===== config.mk =====
export PLATFORM = sky130hd
export DESIGN_NAME = req_ack_initiator
export DESIGN_NICKNAME = d
export VERILOG_FILES = /design/src/rtl/req_ack_initiator.sv
export SDC_FILE = /design/constraint.sdc
export NUM_CORES = 1
export LEC_CHECK = 0
export ABC_AREA = 1
export BUFFER_PORTS_ARGS = -buffer_cell sky130_fd_sc_hd__buf_4
export CAP_MARGIN = 10
export CORE_UTILIZATION = 50
export CTS_BUF_LIST = sky130_fd_sc_hd__clkbuf_8
export CTS_CLUSTER_SIZE = 12
export DETAILED_ROUTE_END_ITERATION = 6
export GPL_ROUTABILITY_DRIVEN = 0
export PLACE_DENSITY = 0.76
export SYNTH_ARGS = -nofsm -noshare
export SYNTH_HDL_FRONTEND = slang
export SYNTH_SLANG_ARGS = --single-unit

===== constraint.sdc =====
create_clock -name clk -period 1.3 [get_ports clk]
set_clock_uncertainty 0.05 [all_clocks]
set_input_delay 0.26 -clock clk [delete_from_list [all_inputs] [get_ports clk]]
set_output_delay 0.26 -clock clk [all_outputs]
set_load 0.005 [all_outputs]

===== src/rtl/req_ack_initiator.sv =====
// -----------------------------------------------------------------------------
// req_ack_initiator
//
// Upstream requester for the single-cycle req/ack responder stage. Accepts one
// command at a time on a valid/ready port and issues a single-cycle req pulse
// for it. It then waits up to TIMEOUT cycles for ack and re-issues req up to
// MAX_RETRY times. Finally it reports a one-cycle completion carrying the
// command tag and an error flag.
//
// Optional feature (compile-time macro REQ_ACK_STATS_EN):
//   When this macro is defined, three saturating statistics counters are added
//   as ports. They count successful completions, individual timeouts and acks
//   that arrive outside WAIT.
//
// Ports:
//   clk           in   1      clock, rising edge
//   rst_n         in   1      asynchronous active-low reset
//   cmd_valid     in   1      command present
//   cmd_ready     out  1      initiator idle and able to accept a command
//   cmd_id        in   ID_W   command tag, captured on handshake
//   req           out  1      registered request pulse to the responder
//   ack           in   1      acknowledge pulse from the responder
//   done_valid    out  1      registered one-cycle completion strobe
//   done_id       out  ID_W   tag of the completed command
//   done_err      out  1      1 = retries exhausted without ack
//   busy          out  1      command in flight
//   stat_ok_cnt   out  CNT_W  [REQ_ACK_STATS_EN] commands completed with ack
//   stat_tmo_cnt  out  CNT_W  [REQ_ACK_STATS_EN] individual timeouts
//   stat_spur_cnt out  CNT_W  [REQ_ACK_STATS_EN] acks received outside WAIT
// -----------------------------------------------------------------------------
module req_ack_initiator #(
  parameter int ID_W      = 4,
  parameter int TIMEOUT   = 8,
  parameter int MAX_RETRY = 2,
  parameter int CNT_W     = 16
) (
  input  logic            clk,
  input  logic            rst_n,
  input  logic            cmd_valid,
  output logic            cmd_ready,
  input  logic [ID_W-1:0] cmd_id,
  output logic            req,
  input  logic            ack,
  output logic            done_valid,
  output logic [ID_W-1:0] done_id,
  output logic            done_err,
  output logic            busy
`ifdef REQ_ACK_STATS_EN
  ,
  output logic [CNT_W-1:0] stat_ok_cnt,
  output logic [CNT_W-1:0] stat_tmo_cnt,
  output logic [CNT_W-1:0] stat_spur_cnt
`endif
);

  localparam int TMR_W = (TIMEOUT >= 2) ? $clog2(TIMEOUT) : 1;
  localparam int RTY_W = (MAX_RETRY > 0) ? $clog2(MAX_RETRY + 1) : 1;
  localparam logic [TMR_W-1:0] TMR_LAST = TMR_W'(TIMEOUT - 1);
  localparam logic [RTY_W-1:0] RTY_MAX  = RTY_W'(MAX_RETRY);

  // A one-cycle WAIT window would put the next req only 2 cycles after the
  // previous one, which is too close for the responder's self-clearing flop.
  generate
    if (TIMEOUT < 2 || CNT_W < 1) begin : g_bad_param
      $error("req_ack_initiator: TIMEOUT must be >= 2 and CNT_W >= 1");
    end
  endgenerate

  typedef enum logic [1:0] {
    S_IDLE,
    S_REQ,
    S_WAIT,
    S_DONE
  } state_t;

  state_t           state;
  logic [TMR_W-1:0] timer;
  logic [RTY_W-1:0] retry;
  logic [ID_W-1:0]  id_q;

  logic wait_ack;
  logic wait_tmo;

  // Ack wins over a coincident timeout.
  assign wait_ack  = (state == S_WAIT) && ack;
  assign wait_tmo  = (state == S_WAIT) && !ack && (timer == TMR_LAST);
  assign cmd_ready = (state == S_IDLE);

  always_ff @(posedge clk or negedge rst_n) begin
    if (!rst_n) begin
      state      <= S_IDLE;
      req        <= 1'b0;
      done_valid <= 1'b0;
      done_id    <= '0;
      done_err   <= 1'b0;
      busy       <= 1'b0;
      timer      <= '0;
      retry      <= '0;
      id_q       <= '0;
    end else begin
      req        <= 1'b0;
      done_valid <= 1'b0;
      case (state)
        S_IDLE: begin
          if (cmd_valid) begin
            id_q  <= cmd_id;
            retry <= '0;
            req   <= 1'b1;
            busy  <= 1'b1;
            state <= S_REQ;
          end
        end
        S_REQ: begin
          timer <= '0;
          state <= S_WAIT;
        end
        S_WAIT: begin
          timer <= timer + 1'b1;
          if (wait_ack) begin
            done_valid <= 1'b1;
            done_id    <= id_q;
            done_err   <= 1'b0;
            state      <= S_DONE;
          end else if (wait_tmo) begin
            if (retry == RTY_MAX) begin
              done_valid <= 1'b1;
              done_id    <= id_q;
              done_err   <= 1'b1;
              state      <= S_DONE;
            end else begin
              // Re-entering REQ after a full WAIT window keeps req pulses at
              // least TIMEOUT+1 cycles apart, so the responder's flop is idle.
              retry <= retry + 1'b1;
              req   <= 1'b1;
              state <= S_REQ;
            end
          end
        end
        S_DONE: begin
          busy  <= 1'b0;
          state <= S_IDLE;
        end
        default: begin
          busy  <= 1'b0;
          state <= S_IDLE;
        end
      endcase
    end
  end

`ifdef REQ_ACK_STATS_EN
  logic spur_ack;

  // Acks in IDLE, REQ or DONE are stale or unsolicited; they only get counted.
  assign spur_ack = ack && (state != S_WAIT);

  function automatic logic [CNT_W-1:0] sat_inc(input logic [CNT_W-1:0] v);
    return (&v) ? v : v + 1'b1;
  endfunction

  always_ff @(posedge clk or negedge rst_n) begin
    if (!rst_n) begin
      stat_ok_cnt   <= '0;
      stat_tmo_cnt  <= '0;
      stat_spur_cnt <= '0;
    end else begin
      if (wait_ack) stat_ok_cnt   <= sat_inc(stat_ok_cnt);
      if (wait_tmo) stat_tmo_cnt  <= sat_inc(stat_tmo_cnt);
      if (spur_ack) stat_spur_cnt <= sat_inc(stat_spur_cnt);
    end
  end
`endif

endmodule

==> impl_metrics.yaml <==
synth:
  synth-seq-area-share_pct: 52.8
  synthCells: 105
  syn-mean-instance-area_sq_um: 8.58
  synth_fp_nets: 119
  ys_types: 13
  synth_seq_cells: 19
  ys.warnings.count: 0
  syn-cell-area_sq_um: 901
power_and_ir_drop:
  power_frac_clock_pct: 14.4
  sw_frac_of_total_pct: 37.1
  internal-power_w: 0.00176
  p_seq_share_pct: 33.7
  power_w: 0.00280
  irDropWorstVdd_mv: 1.56
  power_switching_w: 0.00104
  p_comb_share_pct: 51.9
  p_per_area_nw_per_um2: 2120
  power_leakage_nw: 0.695
timing:
  fin_crit_sh_pct: 103
  period_minus_slack_ps: 1340
  setup_tns_ps: -53.6
  setup_ws_ps: -35.7
  max_slew_margin_pct: 84.6
  setup_viol: 3
  worst_pin_slew_ps: 231
  rsz0062_at_grt: "true"
  clock.fmax_mhz: 749
  slew_viol_final: 0
  hold_violations: 0
die:
  rows: 14
  fp.dieH_um: 44.4
  die_x_um: 44.4
  core_sq_um: 1590
  pin_count: 17
  initial_core_util_pct: 56.5
  dieArea_sq_um: 1980
global_routing:
  antenna_found_initial: 0
  grtUsageTotal_pct: 22.6
  grt_first_pass_wirelength_um: 3090
  grt_pass1_vias: 742
  grt_overflow: 0
  grt_max_degree: 20
placed_design:
  port_buffers: 16
  dp_hpwl_um: 1280
critical_path:
  cp.arrival_ps: 1030
  crit_required_ps: 990
  start_kind: "flop"
  cp-end-kind: "output pin"
  worstPathMaxFanout: 4
  critPathKind: "flop to output pin"
clock_tree:
  clk_pin_slew_ps: 70
  cts_buffer_depth: 2
  clk_latency_ps: 260
  cts_root_buf: "clkbuf_8"
  cts.sinks: 19
  h-tree-depth: 1
  cts_buffers: 3
  cts_tree: "built"
drt:
  drt-pass1-iter-count: 4
  drt_iter0_drc: 36
  avgRoutedWirePerCell_um: 12.9
  drtAntennaViolNets: 0
  drc_errors: 0
  via_count: 795
  wl_um: 2140
  vias_per_cell: 4.79
status:
  outcome: "complete, but fails checks"
  violations: "setup timing"
final_layout:
  final_common_cell: "nand2_1"
  nFillCells: 79
  area.growth.synth_to_final_pct: 46.4
  ff_latch_area_sq_um: 475
  final_layout_size_suffix_gt1_share_pct: 40.1
  final_cell_mix: "nand2_1, buf_4, dfrtp_1"
  diodes: 0
  nets: 157
  multiInputGateArea_sq_um: 442
run:
  cap_violations: 0
worst_hold_path:
  min_path_type: "input port to flop"
-- routing by layer --
layer / vias to the layer above / track usage, % / wire, um
met5: - / 0 / 0
met4: 0 / 10.9 / 38
met3: 5 / 3.67 / 61
met2: 19 / 39.7 / 1160
met1: 373 / 26.6 / 879
li1: 398 / - / -
-- cell usage after synthesis (all sizes together) --
| master | n | area (sq um) |
|---|---|---|
| a21oi | 3 | 15.0 |
| buf | 1 | 11.3 |
| dfrtp | 19 | 475 |
| ha | 6 | 75.1 |
| inv | 17 | 63.8 |
| nand2 | 40 | 158 |
| nand3 | 6 | 30.0 |
| nor2 | 6 | 22.5 |
| o21ai | 6 | 41.3 |
| o2bb2ai | 1 | 8.76 |
-- power by group through the flow --
stage	sequential, W	combinational (W)	clock (W)
floorplan	0.000951	0.000593	0
global placement	0.000945	0.00101	0
detailed placement	0.000957	0.00106	0
CTS	0.000944	0.00126	0.000404
global route	0.000971	0.00163	0.000418
finish	0.000943	0.00145	0.000404
-- area by class of cell --
class | instances | share of cell area (%)
flip-flops and latches | 19 | 36.1
multi-input cells | 69 | 33.5
repair buffers | 33 | 19.5
inverters | 17 | 5.22
clock buffers | 3 | 3.13
well taps | 24 | 2.28
clock inverters | 1 | 0.285
-- metrics by stage --
| step | instances | instance area (sq um) | setup slack, ps | util, % | hold WS [ps] |
|---|---|---|---|---|---|
| CTS | 162 | 1250 | -21.5 | 78.3 | 152 |
| detailed placement | 153 | 1110 | -142 | 69.5 | 89.8 |
| finish | 166 | 1320 | -35.7 | 82.7 | 151 |
| floorplan | 105 | 901 | 5.53 | - | -85.6 |
| global placement | 153 | 1110 | -53.4 | 69.5 | 91.9 |
| global route | 166 | 1320 | -102 | 82.7 | 164 |
-- critical path, cell delays in order (launching register included) --
cell and delay [ps]:
dfrtp_1 390, inv_2 120, ha_4 170, buf_6 90
-- sequential cells by signal, indices dropped and copies added, names as in the netlist --
signal and cells:
id_q 4, state 2, req 1, retry 2, busy 1, done_id 4
done_err 1, done_valid 1, timer 3
-- cells by family (layout without fill, tap and decap cells) --
| family | Yosys count | count (layout) | share of synthesized area, % |
|---|---|---|---|
| fa+ha+maj | 6 | 6 | 8.33 |
| compound gates | 10 | 11 | 7.22 |
| flops | 19 | 19 | 52.8 |
| simple gates | 52 | 52 | 23.3 |
| buf+inv | 18 | 54 | 8.33 |
-- final timing paths --
kind	slack, ps	depth (start not counted)	to	startpoint
worst max-delay path	-40	3	cmd_ready	state[0]
worst max register to register	-10	9	retry[1]	state[0]
max in group asynchronous	650	2	timer[1]	rst_n
min in group asynchronous	350	2	req	rst_n
worst min-delay path	150	3	id_q[3]	cmd_id[3]
worst min register to register	440	2	id_q[3]	id_q[3]
-- timing repair --
| item | in CTS | in global routing |
|---|---|---|
| resized for setup | 13 | 14 |
| hold endpoints to repair | 19 | 0 |
| setup endpoints to repair | 11 | 11 |
| hold buffers | 1 | 0 |
| cloned | 0 | 1 |
| pin swaps | 5 | 4 |
| buffers inserted | 4 | 4 |
Note: power is estimated with default switching activity, not from simulation.
